$ cat config.mk
export PLATFORM = sky130hd
export DESIGN_NAME = vec_ctrl_unit
export DESIGN_NICKNAME = d
export VERILOG_FILES = /design/src/rtl/vec_ctrl_unit.sv
export SDC_FILE = /design/constraint.sdc
export NUM_CORES = 1
export LEC_CHECK = 0
export ABC_AREA = 1
export BUFFER_PORTS_ARGS = -buffer_cell sky130_fd_sc_hd__buf_2
export CORE_UTILIZATION = 30
export CTS_CLUSTER_SIZE = 10
export DETAILED_ROUTE_END_ITERATION = 10
export PLACE_DENSITY = 0.51
export SYNTH_ARGS = -nofsm -noshare
export SYNTH_HDL_FRONTEND = slang
export SYNTH_SLANG_ARGS = --single-unit
$ cat constraint.sdc
create_clock -name clk -period 3.45 [get_ports clk]
set_input_delay 0.345 -clock clk [delete_from_list [all_inputs] [get_ports clk]]
set_output_delay 0.345 -clock clk [all_outputs]
set_load 0.01 [all_outputs]
$ cat src/rtl/vec_ctrl_unit.sv
// rtl/vec_ctrl_unit.sv - registered opcode decode, multi-beat vector sequencing
// and BEQ resolve/flush FSM between fetch and the execute datapath.
module vec_ctrl_unit #(
  parameter int          LANES        = 4,
  parameter int          VLEN_MAX     = 16,
  parameter int          FLUSH_CYCLES = 2,
  parameter logic [5:0]  OP_RTYPE     = 6'h00,
  parameter logic [5:0]  OP_LW        = 6'h23,
  parameter logic [5:0]  OP_SW        = 6'h2B,
  parameter logic [5:0]  OP_LW_R      = 6'h30,
  parameter logic [5:0]  OP_SW_R      = 6'h38,
  parameter logic [5:0]  OP_BEQ       = 6'h04,
  parameter logic [5:0]  OP_ADDI      = 6'h08,
  parameter logic [5:0]  OP_SET       = 6'h0F,
  localparam int         VL_W         = $clog2(VLEN_MAX + 1),
  localparam int         NBEATS       = (VLEN_MAX + LANES - 1) / LANES,
  localparam int         BEAT_W       = (NBEATS > 1) ? $clog2(NBEATS) : 1
) (
  input  logic              clk,
  input  logic              rst,
  input  logic              instn_valid,
  input  logic [31:0]       instn,
  input  logic [VL_W-1:0]   vlen,
  output logic              instn_ready,
  input  logic              branch_resolved,
  input  logic              branch_taken,
  output logic              ctrl_valid,
  output logic [5:0]        opcode,
  output logic              RegDst,
  output logic [1:0]        ALUOp,
  output logic              ALUSrc,
  output logic              branch,
  output logic              MemWrite,
  output logic              RegWrite,
  output logic              MemtoReg,
  output logic [BEAT_W-1:0] beat_idx,
  output logic [LANES-1:0]  lane_mask,
  output logic              beq_enable,
  output logic              flush,
  output logic [1:0]        state
);

  localparam int FC_W = (FLUSH_CYCLES > 1) ? $clog2(FLUSH_CYCLES) : 1;

  typedef enum logic [1:0] {
    S_NORMAL   = 2'b00,
    S_BEQ_WAIT = 2'b01,
    S_FLUSH    = 2'b10,
    S_VEC      = 2'b11
  } state_t;

  state_t st, st_nxt;

  logic [5:0]        op_in;
  logic              accept;
  logic              is_vec;
  logic              multi;
  logic [VL_W-1:0]   vlen_c;
  logic [VL_W-1:0]   elems_q;
  logic [VL_W-1:0]   elems_nxt;
  logic [FC_W-1:0]   fcnt_q;
  logic              valid_q;
  logic [5:0]        op_q;
  logic [7:0]        ctrl_q;
  logic [BEAT_W-1:0] beat_q;
  logic [LANES-1:0]  mask_q;
  logic              unused_bits;

  // Control word packing: {RegDst, ALUOp[1:0], ALUSrc, branch, MemWrite, RegWrite, MemtoReg}
  function automatic logic [7:0] decode(input logic [5:0] op);
    logic [7:0] c;
    c = 8'b0;
    case (op)
      OP_RTYPE:        c = 8'b1_10_0_0_0_1_0;
      OP_LW:           c = 8'b0_10_1_0_0_1_1;
      OP_SW:           c = 8'b0_00_1_0_1_0_0;
      OP_LW_R:         c = 8'b1_10_0_0_0_1_1;
      OP_SW_R:         c = 8'b1_10_0_0_1_0_0;
      OP_BEQ:          c = 8'b0_01_0_1_0_0_0;
      OP_ADDI, OP_SET: c = 8'b0_00_1_0_0_1_0;
      default:         c = 8'b0;
    endcase
    return c;
  endfunction

  function automatic logic [LANES-1:0] mask_of(input logic [VL_W-1:0] e);
    logic [LANES-1:0] m;
    m = '0;
    for (int i = 0; i < LANES; i++) begin
      m[i] = (32'(e) > $unsigned(i));
    end
    return m;
  endfunction

  assign op_in       = instn[31:26];
  assign unused_bits = ^instn[25:0];
  assign instn_ready = (st == S_NORMAL);
  assign accept      = instn_ready && instn_valid;
  assign vlen_c      = (32'(vlen) > 32'(VLEN_MAX)) ? VL_W'(VLEN_MAX) : vlen;
  assign is_vec      = (op_in == OP_RTYPE) || (op_in == OP_LW_R) || (op_in == OP_SW_R);
  assign multi       = is_vec && (32'(vlen_c) > 32'(LANES));
  assign elems_nxt   = (32'(elems_q) > 32'(LANES)) ? VL_W'(32'(elems_q) - 32'(LANES)) : '0;

  always_ff @(posedge clk or posedge rst) begin
    if (rst) st <= S_NORMAL;
    else     st <= st_nxt;
  end

  always_comb begin
    st_nxt = st;
    case (st)
      S_NORMAL: begin
        if (accept) begin
          if (op_in == OP_BEQ) st_nxt = S_BEQ_WAIT;
          else if (multi)      st_nxt = S_VEC;
          else                 st_nxt = S_NORMAL;
        end
      end
      // elems_nxt is the element count of the beat being issued at this edge
      S_VEC: begin
        if (32'(elems_nxt) <= 32'(LANES)) st_nxt = S_NORMAL;
      end
      S_BEQ_WAIT: begin
        if (branch_resolved) begin
          if (branch_taken && (FLUSH_CYCLES > 0)) st_nxt = S_FLUSH;
          else                                    st_nxt = S_NORMAL;
        end
      end
      S_FLUSH: begin
        if (fcnt_q == '0) st_nxt = S_NORMAL;
      end
      default: st_nxt = S_NORMAL;
    endcase
  end

  always_ff @(posedge clk or posedge rst) begin
    if (rst) begin
      valid_q <= 1'b0;
      op_q    <= '0;
      ctrl_q  <= '0;
      beat_q  <= '0;
      mask_q  <= '0;
      elems_q <= '0;
    end else if (accept) begin
      valid_q <= 1'b1;
      op_q    <= op_in;
      ctrl_q  <= decode(op_in);
      beat_q  <= '0;
      if (is_vec) begin
        elems_q <= vlen_c;
        mask_q  <= mask_of(vlen_c);
      end else begin
        elems_q <= '0;
        mask_q  <= LANES'(1);
      end
    end else if (st == S_VEC) begin
      valid_q <= 1'b1;
      beat_q  <= beat_q + BEAT_W'(1);
      elems_q <= elems_nxt;
      mask_q  <= mask_of(elems_nxt);
    end else begin
      valid_q <= 1'b0;
    end
  end

  // Loaded on every non-FLUSH cycle so it is primed on the edge entering FLUSH
  always_ff @(posedge clk or posedge rst) begin
    if (rst)                fcnt_q <= '0;
    else if (st != S_FLUSH) fcnt_q <= FC_W'((FLUSH_CYCLES > 0) ? FLUSH_CYCLES - 1 : 0);
    else if (fcnt_q != '0)  fcnt_q <= fcnt_q - FC_W'(1);
  end

  assign ctrl_valid = valid_q;
  assign opcode     = valid_q ? op_q : '0;
  assign {RegDst, ALUOp, ALUSrc, branch, MemWrite, RegWrite, MemtoReg} = valid_q ? ctrl_q : 8'b0;
  assign beat_idx   = valid_q ? beat_q : '0;
  assign lane_mask  = valid_q ? mask_q : '0;
  assign beq_enable = (st == S_BEQ_WAIT);
  assign flush      = (st == S_FLUSH);
  assign state      = st;

endmodule

Yosys cells after proc, flatten, opt, wreduce, memory -nomap -nowiden --
Cells that the tools add are included.
Cells by class: reduce and logical (&&, ||, !) cells 9, add/subtract/negate cells 3, equal/unequal tests 15, order comparisons 12, mux-type cells 27
Operator list (count):
- 8-bit one-hot mux with 7 select lines | 1
- 5-bit two-way mux | 5
- 6-bit == test, second input constant | 4
- 5-bit by 1-bit > comparator with 1-bit output, second input constant | 4
- 5-bit by 2-bit > comparator with 1-bit output, second input constant | 4
- 2-bit two-way mux | 10
- 4-bit two-way mux | 4
- 6-bit by 4-bit == test with 1-bit output, second input constant | 2
- 5-bit by 3-bit > comparator with 1-bit output, second input constant | 2
- 8-bit two-way mux | 1
- 2-bit inequality test, second input constant | 4
- 2-bit one-hot mux with 4 select lines | 1
- 6-bit by 3-bit == test with 1-bit output, second input constant | 1
- 6-bit zero test | 1
- 6-bit two-way mux | 1
- 5-bit > comparator, second input constant | 1
- 5-bit by 3-bit <= comparator with 1-bit output, second input constant | 1
- 5-bit by 3-bit subtractor with 5-bit output, second input constant | 1
- 2-bit == test, second input constant | 2
- 1-bit two-way mux | 4
- 4-bit AND reduction | 1
- 2-bit by 1-bit adder with 2-bit output, second input constant | 1
- 2-bit by 1-bit == test with 1-bit output, second input constant | 1
- 1-bit logical AND | 2
- other kinds (6) | 7
Word-level totals: bits in registers 29, input bits 42, logic and storage cells 74

Depth between registers and ports, before layout --
Gate-level depths: netlist of run 1.
depth after elaboration 8, gate-level depth with buffers 12, mapped depth without buffers 12

Worst setup path before layout of run 1 --
OpenSTA, ideal clock, no wires.
path kind register -> output, start register valid_q, in the netlist ctrl_valid, end output ALUOp[0], arrival time 1.160 ns, data required time 3.105 ns, buffers on the path 3, stages on the path, launching flop included 6, slack 1.945 ns, path through dfrtp_1 > clkbuf_1 > buf_2 > nand2_1 > inv_1 > buf_4
On the way: longest elaborated chain between the ends 1
Ends and longest elaborated chain:
- from (decl) | RTL line 62 | logic valid_q;
- from (signal assigned) | RTL line 138 | valid_q <= 1'b0;
- from (signal assigned) | RTL line 145 | valid_q <= 1'b1;
- from (signal assigned) | RTL line 157 | valid_q <= 1'b1;
- 8-bit two-way mux | RTL line 175 | assign {RegDst, ALUOp, ALUSrc, branch, MemWrite, RegWrite, MemtoReg} = valid_q ? ctrl_q : 8'b0;
- to (decl) | RTL line 30 | output logic [1:0] ALUOp,
No other way between the ends.

Worst setup path in the final report of run 1 --
start register valid_q, in the netlist ctrl_valid, end output ALUSrc
On the way: longest elaborated chain between the ends 1
Ends and longest elaborated chain:
- 8-bit two-way mux | RTL line 175
- to (decl) | RTL line 31 | output logic ALUSrc,
No other way between the ends.

==> results.sh, run 1 <==
export IMPL_critPathRequiredTime_ns=3.11
export IMPL_netlist_instances=259
export IMPL_postCtsHoldBufs=0
export IMPL_power_switching_mw=0.553
export IMPL_cp_cell_sequence="nand2_1 -> inv_1 -> buf_2"
export IMPL_ys_warn_count=0
export IMPL_hold_viol=0
export IMPL_netSwitchingFraction_pct=43.6
export IMPL_gp_congestion=0.806
export IMPL_cp_slowest_cell="dfrtp_1"
export IMPL_ys_top_cells_by_area="dfrtp_1 38%, nand2_1 18%, inv_1 9.0%, nand3_1 4.3%, nor2_1 3.3%"
export IMPL_dieArea_sq_um=6460
export IMPL_finClkSkew_ns=0.00490
export IMPL_dp_final_hpwl_um=3170
export IMPL_cts_setup_buffers=0
export IMPL_ys_seq_elements=28
export IMPL_synth_area_leader_cell="dfrtp_1"
export IMPL_combPwrFrac_pct=44.2
export IMPL_ir_worst_vdd_uv=259
export IMPL_synth_area_sq_um=1840
export IMPL_cp_max_fo=20
export IMPL_synthFlopType="dfrtp_1"
export IMPL_start_kind="flip-flop"
export IMPL_final_cell_area_sq_um=2140
export IMPL_powerDensity_nw_per_um2=593
export IMPL_grt_ovfl_total=0
export IMPL_hp_class="input pin to flip-flop"
export IMPL_routed_wl_um=4250
export IMPL_drv_slew=0
export IMPL_ios=68
export IMPL_cp_end_kind="output pin"
export IMPL_die_y_um=80.4
export IMPL_internal_power_mw=0.714
export IMPL_cts_sinks=28
export IMPL_ant_nets=0
export IMPL_synth_most_common_cell="nand2_1"
export IMPL_via_count=1677
export IMPL_wl_per_cell_um=11.4
export IMPL_synth_enable_flop_cells=0
export IMPL_seq_power_share_pct=39.2
export IMPL_fin_crit_ns=1.73
export IMPL_rows=28
export IMPL_drcViolationCount=0
export IMPL_fmax_ghz=0.579
export IMPL_grt_pass1_vias=1543
export IMPL_grt_max_degree=30
export IMPL_start_util_pct=31.1
export IMPL_whs_ns=0.310
export IMPL_gr_usage_all_layers_pct=14.6
export IMPL_cts_tree="yes"
export IMPL_maxSlewHeadroom_pct=26.4
export IMPL_rsz0062_at_grt="false"
export IMPL_status="completed"
export IMPL_area_growth_syn_to_layout_pct=15.9
export IMPL_diodes=0
export IMPL_drt_iter0_drc=45
export IMPL_drive_gt1_share_pct=21.9
export IMPL_setup_violations=0
export IMPL_drt_pass1_iter_count=6
export IMPL_synth_fp_nets=303
export IMPL_setup_tns_ns=0
export IMPL_synth_commonest_cells="86 x nand2_1, 44 x inv_1, 28 x dfrtp_1"
export IMPL_synth_top_area_share_pct=38.0
export IMPL_r2r_setup_slack_ns=1.76
export IMPL_p_leak_nw=1.32
export IMPL_clockBufferDepth=2
export IMPL_clkLatencyLatePin_ns=0.28
export IMPL_layout_nets=342
export IMPL_root_buffer="clkbuf_8"
export IMPL_post_dp_cell_area_sq_um=2080
export IMPL_h_tree_depth=1
export IMPL_grt_antenna_before_repair=0
export IMPL_ys_seq_area_share_pct=38.0
export IMPL_cts_repair_resized=0
export IMPL_synth_avg_cell_area_sq_um=7.12
export IMPL_die_w_um=80.4
export IMPL_slowest_delay_ns=0.77
export IMPL_tightest_slew_ns=1.10
export IMPL_core_sq_um=5920
export IMPL_io_buffers=41
export IMPL_cp_arrival_ns=1.38
export IMPL_power_clock_fraction_pct=16.6
export IMPL_cts_buffers=3
export IMPL_grt_pass1_wl_um=7380
export IMPL_async_flop_share_pct=100
export IMPL_maxCapViolCount=0
export IMPL_clkTransAtPathRegs_ns=0.10
export IMPL_finalCritPeriodShare_pct=50.1
export IMPL_via_per_inst=4.51
export IMPL_yosysUniqueCellTypes=36
export IMPL_worstSetupPathType="flip-flop to output pin"
final timing paths:
check                            from          to  depth (start not counted)
setup / recovery           ctrl_valid      ALUSrc                          3
hold / removal              instn[31]     op_q[5]                          3
setup reg to reg           elems_q[2]   mask_q[3]                          9
hold reg to reg             ctrl_q[0]   ctrl_q[0]                          1
max in group asynchronous         rst  elems_q[3]                          2
min in group asynchronous         rst     op_q[3]                          2
cells by family after synthesis:
| kind of cell | count (synthesis) | share of synthesized area, % |
|---|---|---|
| buffers and inverters | 55 | 13.5 |
| and+or+nand+nor | 143 | 37.0 |
| adders and majority gates | 2 | 1.36 |
| DFF | 28 | 38.0 |
| AOI/OAI and AO/OA | 31 | 10.1 |
per-layer routing:
layer / track usage, % / vias to the layer above / part of all wire (%) / routed length [um]
met5: 0 / - / 0 / 0
met4: 4.29 / 0 / 1.4 / 59
met3: 1.59 / 6 / 4.6 / 194
met2: 22.9 / 47 / 43 / 1840
met1: 20.9 / 742 / 51 / 2150
li1: - / 882 / - / -
stage by stage:
stage | instances | setup slack, ns | power [mW] | util [%]
floorplan | 259 | 1.95 | 0.933 | -
global placement | 368 | 1.84 | 1.06 | 35.1
detailed placement | 368 | 1.78 | 1.07 | 35.1
CTS | 372 | 1.65 | 1.28 | 36.1
global route | 372 | 1.58 | 1.38 | 36.1
finish | 372 | 1.72 | 1.27 | 36.1
cell type report:
type | count | area [sq um]
Fill cell | 660 | 3780
Multi-Input combinational cell | 176 | 893
Sequential cell | 28 | 701
Timing Repair Buffer | 41 | 205
Inverter | 48 | 188
Tap cell | 75 | 93.8
Clock buffer | 4 | 55.1
worst max-delay path: cells and delay by family (launching register included):
| family | cells | cell delay (ns) |
|---|---|---|
| and+or+nand+nor | 1 | 0.14 |
| buffers and inverters | 2 | 0.20 |
| DFF | 1 | 0.77 |
state kept, by name (all words and copies together), names as in the netlist:
signal      cells
state           2
elems_q         5
mask_q          4
beat_q          2
fcnt_q          1
ctrl_q          7
op_q            6
ctrl_valid      1
power by group through the flow:
| stage | sequential [mW] | combinational, mW | clock (mW) |
|---|---|---|---|
| after floorplan | 0.474 | 0.459 | 0 |
| after global placement | 0.501 | 0.560 | 0 |
| after detailed placement | 0.506 | 0.564 | 0 |
| after CTS | 0.500 | 0.566 | 0.219 |
| after global routing | 0.513 | 0.642 | 0.227 |
| final | 0.497 | 0.560 | 0.210 |
layout by cell type, fill, tap and decap left out, drive strengths merged, types with 2 or more instances in the layout:
cell,instances
nand2,91
inv,48
buf,41
dfrtp,28
nor2,21
nand3,20
o21ai,14
nand4,7
a31oi,5
a21oi,5
clkbuf,4
and2,2
o211ai,2
a21o,2
ha,2
No activity file was read; power rests on OpenSTA's default activity.
==> inputs of run 2 (changes only) <==
- ABC_AREA: 1 -> 0
- PLACE_DENSITY: 0.51 -> 0.52
- clock period: 3.45 -> 1.8 ns (I/O delays scaled with it)
==> run 2 against run 1 <==
Total power up 110%. Synthesized cell count down 25%. Synthesized area down 8.1%. Clock skew up 0.0036 ns. Largest power group unchanged. Highest routed layer unchanged.
==> results.sh, run 2 <==
export IMPL_status="completed"
export IMPL_die_w_um=77.1
export IMPL_start_util_pct=32.1
export IMPL_clockBufferDepth=2
export IMPL_clkTransAtPathRegs_ns=0.11
export IMPL_cp_end_kind="flip-flop"
export IMPL_synth_area_sq_um=1690
export IMPL_fin_crit_ns=1.77
export IMPL_critPathRequiredTime_ns=2.02
export IMPL_internal_power_mw=1.65
export IMPL_gr_usage_all_layers_pct=15.1
export IMPL_io_buffers=41
export IMPL_netSwitchingFraction_pct=36.7
export IMPL_yosysUniqueCellTypes=46
export IMPL_synth_fp_nets=239
export IMPL_synthFlopType="dfrtp_1"
export IMPL_synth_top_area_share_pct=41.4
export IMPL_finalCritPeriodShare_pct=98.1
export IMPL_final_cell_mix="41 x buf_2, 37 x nand2_1, 28 x dfrtp_1"
export IMPL_synth_fa_ha_area_share_pct=1.48
export IMPL_cp_arrival_ns=1.99
export IMPL_layout_setup_ws_ns=0.0339
export IMPL_synth_compound_area_share_pct=18.7
export IMPL_root_buffer="clkbuf_8"
export IMPL_ys_seq_area_share_pct=41.4
export IMPL_h_tree_depth=1
export IMPL_maxSlewHeadroom_pct=63.3
export IMPL_cp_cell_sequence="ha_2 -> nor4b_2 -> or3_4 -> or4b_4 -> nand3_1"
export IMPL_seq_power_share_pct=34.3
export IMPL_ant_nets=0
export IMPL_cts_buffers=3
export IMPL_wl_per_cell_um=13.6
export IMPL_core_sq_um=5270
export IMPL_grt_ovfl_total=0
export IMPL_dieArea_sq_um=5950
export IMPL_synth_area_leader_cell="dfrtp_1"
export IMPL_whs_path_depth=3
export IMPL_synth_commonest_cells="37 x nand2_1, 28 x dfrtp_1, 20 x and2_1"
export IMPL_diodes=0
export IMPL_drv_slew=0
export IMPL_met3_length_um=173
export IMPL_area_growth_syn_to_layout_pct=27.2
export IMPL_place_ws_ns=0.0493
export IMPL_grt_pass1_vias=1401
export IMPL_combPwrFrac_pct=46.0
export IMPL_wl_met1_um=2350
export IMPL_synth_enable_flop_cells=0
export IMPL_area_sequential_sq_um=701
export IMPL_cp_slowest_cell="or4b_4"
export IMPL_ys_top_cells_by_area="dfrtp_1 41%, nand2_1 8.2%, and2_1 7.4%, a21oi_1 3.8%, nor2_1 2.7%"
export IMPL_path_depth=5
export IMPL_slowest_delay_ns=0.48
export IMPL_ys_seq_elements=28
export IMPL_finClkSkew_ns=0.00848
export IMPL_drt_iter0_drc=105
export IMPL_cts_sinks=28
export IMPL_synth_most_common_cell="nand2_1"
export IMPL_gp_congestion=0.847
export IMPL_fmax_ghz=0.566
export IMPL_synthMuxAreaShare_pct=0
export IMPL_hold_viol=0
export IMPL_ir_worst_vdd_uv=440
export IMPL_layout_nets=292
export IMPL_netlist_instances=195
export IMPL_grt_antenna_before_repair=0
export IMPL_drt_pass1_iter_count=4
export IMPL_rows=26
export IMPL_wl_met2_um=1760
export IMPL_final_core_util_pct=40.9
export IMPL_yosys_area_share_simple_pct=33.1
export IMPL_tightest_slew_ns=0.550
export IMPL_rsz0062_at_grt="true"
export IMPL_dr_max_layer_used="met4"
export IMPL_synth_top_family_by_area="simple AND/OR/NAND/NOR gates"
export IMPL_crit_family="simple AND/OR/NAND/NOR gates"
export IMPL_die_y_um=77.1
export IMPL_synth_avg_cell_area_sq_um=8.69
export IMPL_drcViolationCount=0
export IMPL_worstSetupPathType="flip-flop to flip-flop"
export IMPL_regMostFlops="ctrl_q"
export IMPL_power_clock_fraction_pct=19.7
export IMPL_cts_tree="yes"
export IMPL_via_count=1542
export IMPL_maxCapViolCount=0
export IMPL_reg2reg_depth=5
export IMPL_layout_commonest_cell="buf_2"
export IMPL_hp_class="input pin to flip-flop"
export IMPL_via_per_inst=4.86
export IMPL_p_leak_nw=1.03
export IMPL_dp_final_hpwl_um=3160
export IMPL_grt_max_degree=29
export IMPL_multi_input_area_sq_um=937
export IMPL_clkLatencyLatePin_ns=0.28
export IMPL_path_buf_inv=0
export IMPL_ios=68
export IMPL_async_flop_share_pct=100
export IMPL_largest_register_ff_count=7
export IMPL_setup_violations=0
export IMPL_grt_pass1_wl_um=7070
export IMPL_drive_gt1_share_pct=31.2
export IMPL_start_kind="flip-flop"
export IMPL_powerDensity_nw_per_um2=1210
export IMPL_fill_cells=569
export IMPL_ys_warn_count=0
export IMPL_routed_wl_um=4310
export IMPL_cp_max_fo=3
export IMPL_power_switching_mw=0.960
export IMPL_largest_registers="ctrl_q: 7 flops, op_q: 6 flops, elems_q: 5 flops"
export IMPL_synth_xor_area_share_pct=0.517
run 2: tightest hold or removal path: stages:
cell and delay [ns]:
buf_2 0.07, nor3_1 0.05, a21oi_1 0.11
run 2: timing repair:
| item | 4_1_cts | 5_1_grt |
|---|---|---|
| resized for setup | 0 | 5 |
| buffers inserted | 0 | 1 |
| endpoints found under the setup margin | 0 | 8 |
| endpoints found under the hold margin | 28 | 0 |
| hold buffers | 1 | 0 |
run 2: through the flow:
| stage | TNS, ns | power [mW] | instances | cell area [sq um] | hold WS (ns) |
|---|---|---|---|---|---|
| 6_report | 0 | 2.61 | 317 | 2150 | 0.174 |
| 5_1_grt | -0.0311 | 2.82 | 317 | 2150 | 0.186 |
| 4_1_cts | 0 | 2.57 | 316 | 2120 | 0.155 |
| 3_5_place_dp | 0 | 2.04 | 311 | 2040 | 0.280 |
| 3_3_place_gp | 0 | 2.03 | 311 | 2040 | 0.272 |
| 2_1_floorplan | 0 | 1.58 | 195 | 1690 | 0.245 |
run 2: cell families (layout without fill, tap and decap cells):
kind of cell,count (synthesis),in the layout
AO/OA/AOI/OAI,45,45
AND/OR/NAND/NOR,103,103
adder cells (fa/ha/maj),2,2
buffers and inverters,16,68
XOR/XNOR,1,1
flip-flops,28,28
run 2: path summary, 6_finish.rpt:
path                                 start          to  slack, ns
hold reg to reg                    op_q[3]     op_q[3]       0.48
max in group asynchronous              rst      fcnt_q       1.02
min in group asynchronous              rst     op_q[3]       0.50
hold / removal             branch_resolved    state[1]       0.17
setup reg to reg                elems_q[2]  elems_q[4]       0.03
setup / recovery                elems_q[2]  elems_q[4]       0.03
run 2: power by group through the flow:
stage          Clock [mW]  Combinational (mW)  Sequential [mW]
6_report            0.515                1.20            0.896
5_1_grt             0.560                1.33            0.923
4_1_cts             0.535                1.15            0.891
3_5_place_dp            0                1.14            0.905
3_3_place_gp            0                1.13            0.901
2_1_floorplan           0               0.710            0.871
run 2: per-layer routing:
metal / vias up / global-route usage [%]
met5: - / 0
li1: 790 / -
met3: 2 / 1.90
met4: 0 / 4.15
met1: 709 / 23.1
met2: 41 / 21.8
run 2: cell type report:
class                           count  share of cell area [%]
Timing Repair Buffer               58                    15.6
Tap cell                           70                    4.07
Inverter                            6                    1.05
Multi-Input combinational cell    151                    43.5
Sequential cell                    28                    32.5
Clock buffer                        3                    1.92
Clock inverter                      1                    1.39
